`config.mk`:
```
export PLATFORM = sky130hd
export DESIGN_NAME = button_level_gen
export DESIGN_NICKNAME = d
export VERILOG_FILES = /design/src/rtl/button_level_gen.sv
export SDC_FILE = /design/constraint.sdc
export NUM_CORES = 1
export LEC_CHECK = 0
export BUFFER_PORTS_ARGS = -buffer_cell sky130_fd_sc_hd__buf_2
export CORE_MARGIN = 1
export CORE_UTILIZATION = 55
export DETAILED_ROUTE_END_ITERATION = 8
export PLACE_DENSITY_LB_ADDON = 0.15
export SYNTH_ARGS = -nofsm -noshare
export SYNTH_HDL_FRONTEND = slang
export SYNTH_SLANG_ARGS = --single-unit
export TNS_END_PERCENT = 1
```
`constraint.sdc`:
```
create_clock -name clk -period 4.6 [get_ports clk]
set_input_delay 0.92 -clock clk [delete_from_list [all_inputs] [get_ports clk]]
set_output_delay 0.92 -clock clk [all_outputs]
set_load 0.05 [all_outputs]
```
`src/rtl/button_level_gen.sv`:
```
// Turns 1-cycle request pulses into fixed-width press levels with a fixed minimum gap.
// Optional: BUTTON_LEVEL_RETRIG_EN makes a request during HOLD extend the current press.
module button_level_gen #(
  parameter int HOLD_CYC = 8,
  parameter int GAP_CYC  = 4,
  parameter int PEND_W   = 3
) (
  input  logic              clk,
  input  logic              rst,
  input  logic              p,
  input  logic              clr_ovf,
  output logic              l,
  output logic              busy,
  output logic [PEND_W-1:0] pend,
  output logic              ovf
);

  localparam int CNT_MAX = (HOLD_CYC > GAP_CYC) ? HOLD_CYC : GAP_CYC;
  localparam int CNT_W   = (CNT_MAX > 1) ? $clog2(CNT_MAX) : 1;

  localparam logic [CNT_W-1:0]  CNT_ZERO  = {CNT_W{1'b0}};
  localparam logic [CNT_W-1:0]  CNT_ONE   = CNT_W'(1);
  localparam logic [CNT_W-1:0]  HOLD_LD   = CNT_W'(HOLD_CYC - 1);
  localparam logic [CNT_W-1:0]  GAP_LD    = CNT_W'(GAP_CYC - 1);
  localparam logic [PEND_W-1:0] PEND_ZERO = {PEND_W{1'b0}};
  localparam logic [PEND_W-1:0] PEND_ONE  = PEND_W'(1);
  localparam logic [PEND_W-1:0] PEND_MAX  = {PEND_W{1'b1}};

  typedef enum logic [1:0] {
    IDLE = 2'd0,
    HOLD = 2'd1,
    GAP  = 2'd2
  } state_t;

  state_t             state_q, state_d;
  logic [CNT_W-1:0]   cnt_q, cnt_d;
  logic [PEND_W-1:0]  pend_q, pend_d;
  logic               ovf_q, ovf_d;
  logic               l_q, l_d;
  logic               busy_q, busy_d;
  logic               enq_s;
  logic               deq_s;

  // Next-state, queue bookkeeping and output decode
  always_comb begin
    state_d = state_q;
    cnt_d   = cnt_q;
    pend_d  = pend_q;
    ovf_d   = ovf_q & ~clr_ovf;
    enq_s   = 1'b0;
    deq_s   = 1'b0;

    case (state_q)
      IDLE: begin
        if (p) begin
          state_d = HOLD;
          cnt_d   = HOLD_LD;
        end else begin
          state_d = IDLE;
        end
      end
      HOLD: begin
`ifdef BUTTON_LEVEL_RETRIG_EN
        if (p) begin
          cnt_d = HOLD_LD;
        end else if (cnt_q != CNT_ZERO) begin
          cnt_d = cnt_q - CNT_ONE;
        end else begin
          state_d = GAP;
          cnt_d   = GAP_LD;
        end
`else
        enq_s = p;
        if (cnt_q != CNT_ZERO) begin
          cnt_d = cnt_q - CNT_ONE;
        end else begin
          state_d = GAP;
          cnt_d   = GAP_LD;
        end
`endif
      end
      GAP: begin
        if (cnt_q != CNT_ZERO) begin
          cnt_d = cnt_q - CNT_ONE;
          enq_s = p;
        end else if (pend_q != PEND_ZERO) begin
          // Queued press goes first; a same-cycle request takes its slot
          state_d = HOLD;
          cnt_d   = HOLD_LD;
          deq_s   = 1'b1;
          enq_s   = p;
        end else if (p) begin
          state_d = HOLD;
          cnt_d   = HOLD_LD;
        end else begin
          state_d = IDLE;
        end
      end
      default: begin
        state_d = IDLE;
        cnt_d   = CNT_ZERO;
      end
    endcase

    if (enq_s && !deq_s) begin
      if (pend_q == PEND_MAX) begin
        ovf_d = 1'b1;
      end else begin
        pend_d = pend_q + PEND_ONE;
      end
    end else if (deq_s && !enq_s) begin
      pend_d = pend_q - PEND_ONE;
    end else begin
      pend_d = pend_q;
    end

    l_d    = (state_d == HOLD);
    busy_d = (state_d != IDLE);
  end

  // State, counters and registered outputs
  always_ff @(posedge clk or negedge rst) begin
    if (!rst) begin
      state_q <= IDLE;
      cnt_q   <= CNT_ZERO;
      pend_q  <= PEND_ZERO;
      ovf_q   <= 1'b0;
      l_q     <= 1'b0;
      busy_q  <= 1'b0;
    end else begin
      state_q <= state_d;
      cnt_q   <= cnt_d;
      pend_q  <= pend_d;
      ovf_q   <= ovf_d;
      l_q     <= l_d;
      busy_q  <= busy_d;
    end
  end

  assign l    = l_q;
  assign busy = busy_q;
  assign pend = pend_q;
  assign ovf  = ovf_q;

endmodule

```
After elaboration in Yosys (flattened, before gate mapping)
Cells that the tools add are included.

Add/sub/neg operators: 3. Equality and inequality tests: 5. Mux-type cells: 21. Bitwise operators: 2. Reductions and logical operators: 10.

Operators with widths (count): 2-to-1 mux 3 bit (7); one-hot mux 3 bit (3 select lines) (1); 2-to-1 mux 1 bit (8); 2-to-1 mux 2 bit (3); one-hot mux 2 bit (3 select lines) (1); nonzero test 3 bit (2); subtractor 3 x 1 -> 3 bit (second input constant) (2); == test 2 x 1 -> 1 bit (second input constant) (2); nonzero test 2 bit (2); adder 3 x 1 -> 3 bit (second input constant) (1); == test 3 bit (second input constant) (1); == test 2 bit (second input constant) (1); logical AND 1 bit (2); zero test 1 bit (2); zero test 2 bit (1); != test 2 bit (second input constant) (1); one-hot mux 1 bit (2 select lines) (1); AND reduction 2 bit (1); AND 1 bit (1); NOT 1 bit (1).

Register bits after elaboration: 11. Input port bits: 4.

Depth between registers and ports, before layout
Word-level depth: 8. Depth in mapped cells: 12.

Least setup slack after synthesis
Ideal clock, no wire load.

Path type: flip-flop to flip-flop. Start point: register cnt_q[0]. End point: register pend_q[2], in the netlist pend[2]. Setup time: 0.080 ns. Arrival: 2.218 ns. Required time: 4.520 ns. Slack: 2.303 ns. Stages on the path, launching flop included: 12. Path buffers: 1. Clock period less this slack: 2.297 ns. Cells stage by stage: dfrtp_1 inv_1 ha_1 ha_1 buf_4 nor2b_1 o221ai_2 xor2_1 ha_1 or2_2 o22ai_1 a2bb2oi_1.

Cells in the longest elaborated chain, start to end: 7. Elaborated cells on any way between the ends: 13. Those cells by class: 1 x eq/ne; 5 x mux; 7 x reduce/logical.

RTL lines: from (decl) (line 36) `logic [CNT_W-1:0] cnt_q, cnt_d;`; from (signal assigned) (line 132) `cnt_q <= cnt_d;`; nonzero test 3 bit * (line 83) `if (cnt_q != CNT_ZERO) begin`; 2-to-1 mux 1 bit (line 83); one-hot mux 1 bit (2 select lines) / 2-to-1 mux 1 bit (equally long branches) (line 53) `case (state_q)`; zero test 1 bit, on equally long branches (line 111, 105); logical AND 1 bit, on equally long branches (line 111, 105); nonzero test 2 bit (no line) / != test 2 bit (equally long branches); AND reduction 2 bit (no line); to (signal assigned) (line 133) `pend_q <= pend_d;`; to (decl) (line 37) `logic [PEND_W-1:0] pend_q, pend_d;`.

Mark *: on every way between the ends. The rest lies on a longest branch, timed or not. A chain may end at the register's enable or synchronous reset.

Worst setup path after layout
Same ends and word-level chain as after synthesis.

==> impl_metrics.json <==
{
  "status": "completed",
  "hpwlAfterDp_um": 991,
  "synthXorXnorAreaFrac_pct": 1.16,
  "wire_per_inst_um": 14.0,
  "min_period_ps": 2640,
  "fin_crit_sh_pct": 57.5,
  "grt_usage_pct": 23.8,
  "dieArea_um2": 1530,
  "post_cts.repair.setup_buffers": 0,
  "synth_nets": 91,
  "die_h_um": 39.1,
  "yosysWarnings": 0,
  "hp-class": "in -> async",
  "ys_seq_elements": 11,
  "yosysSeqAreaShare_pct": 36.4,
  "drc": 0,
  "relSlewSlack_pct": 70.7,
  "dpl_worst_slack_ps": 2030,
  "tightest_slew_ps": 439,
  "grt_pass1_vias": 509,
  "syn_area_um2": 756,
  "drv_cap": 0,
  "critPathMaxFanout": 9,
  "synthTopCellsByArea": "dfrtp_1, ha_1, inv_1",
  "synth_commonest_cells": "inv_1, dfrtp_1, ha_1",
  "finalMaxSlewViolations": 0,
  "start_kind": "flip-flop",
  "synth_edf_count": 0,
  "cts_root_buffer": "clkbuf_4",
  "cts_buffers": 3,
  "grt_pass1_wl_um": 2310,
  "tritoncts": "built",
  "cts.path.max_buffers": 2,
  "synthArstFlopShare_pct": 100,
  "drive_gt1_share_pct": 20.2,
  "worst_ep_required_time_ps": 4800,
  "synthAdderAreaFrac_pct": 13.2,
  "critical_path_class": "reg -> reg",
  "p_per_area_nw_per_um2": 758,
  "num-fill-cells": 94,
  "io_pins": 10,
  "setup_tns_ps": 0,
  "h-tree-depth": 1,
  "cts_resized": 0,
  "synthCells": 79,
  "finClkSkew_ps": 2.45,
  "synth_area_per_cell_um2": 9.57,
  "nets": 102,
  "grt_max_degree": 12,
  "worstSetupEndpointType": "flip-flop",
  "synth_top_family_by_area": "compound AO/OA/AOI/OAI gates",
  "dr.pass1.iters": 5,
  "peakVddDrop_uv": 423,
  "hold_viol_final": 0,
  "setup_viol": 0,
  "rsz0062_at_grt": "no",
  "synth_most_common_cell": "inv_1",
  "core-area_um2": 1190,
  "setup_ws_ps": 1960,
  "synth_mux_area_share_pct": 0,
  "routabilityCongestion": 0.794,
  "antenna_found_initial": 0,
  "synth_top_cell_by_area": "dfrtp_1",
  "synth-compound-area-share_pct": 25.5,
  "clock_sinks": 11,
  "drt_wl_total_um": 1440,
  "synthSimpleGateAreaFrac_pct": 14.2,
  "gr-total-overflow": 0,
  "vias_per_cell": 5.93,
  "postRouteAntennaNets": 0,
  "ys.flop_type": "dfrtp_1",
  "p_leak_nw": 0.392,
  "diodes": 0,
  "synth_cell_types": 32,
  "fp.dieW_um": 39.1,
  "vias": 611,
  "path_clk_slew_ps": 70,
  "io_buffers": 9,
  "drtIter0Drc": 18,
  "syn_to_final_growth_pct": 8.44,
  "rows": 12,
  "clk_latency_ps": 280,
  "max_freq_mhz": 378,
  "cts_hold_buffers": 0,
  "start_util_pct": 63.7,
  "yosysTopAreaCellShare_pct": 36.4,
  "cp.arrival_ps": 2840
}
final timing paths:
path                                    start             endpoint  slack (ps)  cells after the start
hold / removal                            rst   cnt_q[0]$_DFF_PN0_         500                      1
setup / recovery           cnt_q[0]$_DFF_PN0_  pend[2]$_DFFE_PN0P_        1960                     10
max in group asynchronous                 rst  pend[1]$_DFFE_PN0P_        3900                      1
min in group clk                ovf$_DFF_PN0_        ovf$_DFF_PN0_         550                      2
setup reg to reg           cnt_q[0]$_DFF_PN0_  pend[2]$_DFFE_PN0P_        1960                     10
hold reg to reg                 ovf$_DFF_PN0_        ovf$_DFF_PN0_         550                      2
critical path: stages (launching register included):
cell       delay (ps)
dfrtp_1           410
inv_1             100
ha_1              180
ha_1              330
nand2_1           150
o221ai_2          400
xor2_1            120
ha_1              230
or2_2             270
o22ai_1           170
a2bb2oi_1         190
through the flow:
step           cell area, um2  total power, mW  cells  hold WS (ps)  util (%)
3_5_place_dp              792            0.552     99           543      66.8
6_report                  820            0.621    103           496      69.1
3_3_place_gp              792            0.541     99           536      66.8
2_1_floorplan             756            0.491     79           559         -
4_1_cts                   820            0.625    103           501      69.1
5_1_grt                   820            0.675    103           513      69.1
power breakdown:
| group | leakage (nW) | internal (mW) | switching [mW] |
|---|---|---|---|
| Clock | 0.0177 | 0.0323 | 0.0364 |
| Combinational | 0.240 | 0.130 | 0.226 |
| Sequential | 0.135 | 0.142 | 0.0549 |
| Total | 0.392 | 0.304 | 0.317 |
routing by layer:
layer | global-route usage, % | vias to the layer above | routed length [um]
li1 | - | 304 | -
met1 | 30.4 | 285 | 684
met2 | 34.2 | 18 | 654
met3 | 5.20 | 4 | 58
met4 | 18.1 | 0 | 47
met5 | 0 | - | 0
state kept, by name, summed over array words and instances (netlist names):
name     flops
l            1
busy         1
pend         3
ovf          1
cnt_q        3
state_q      2
placed cells by master (no fill, tap or decap), types with 2 or more instances in the layout:
cell type   n
nor2_1      3
ha_1        8
dfrtp_1    11
nand2b_1    2
nand2_1     6
a211oi_1    2
o22ai_1     4
inv_1      12
a21oi_1     3
clkbuf_4    3
o21ai_0     3
buf_2       9
o31a_1      2
nor3_1      2
cells by family after synthesis:
logic type | after synthesis
buffers and inverters | 15
AO/OA/AOI/OAI | 24
flip-flops | 11
AND/OR/NAND/NOR | 20
XOR/XNOR | 1
adder cells (fa/ha/maj) | 8
layout make-up:
type / count / area [um2] / share of cell area [%]
sequential: 11 / 275 / 33.6
clock inverter: 1 / 5.00 / 0.611
tap: 14 / 17.5 / 2.14
clock buffer: 3 / 22.5 / 2.75
inverter: 12 / 45.0 / 5.50
timing repair buffer: 9 / 45.0 / 5.50
multi-input combinational: 53 / 409 / 49.9
Power figures use the tool's default switching activity.
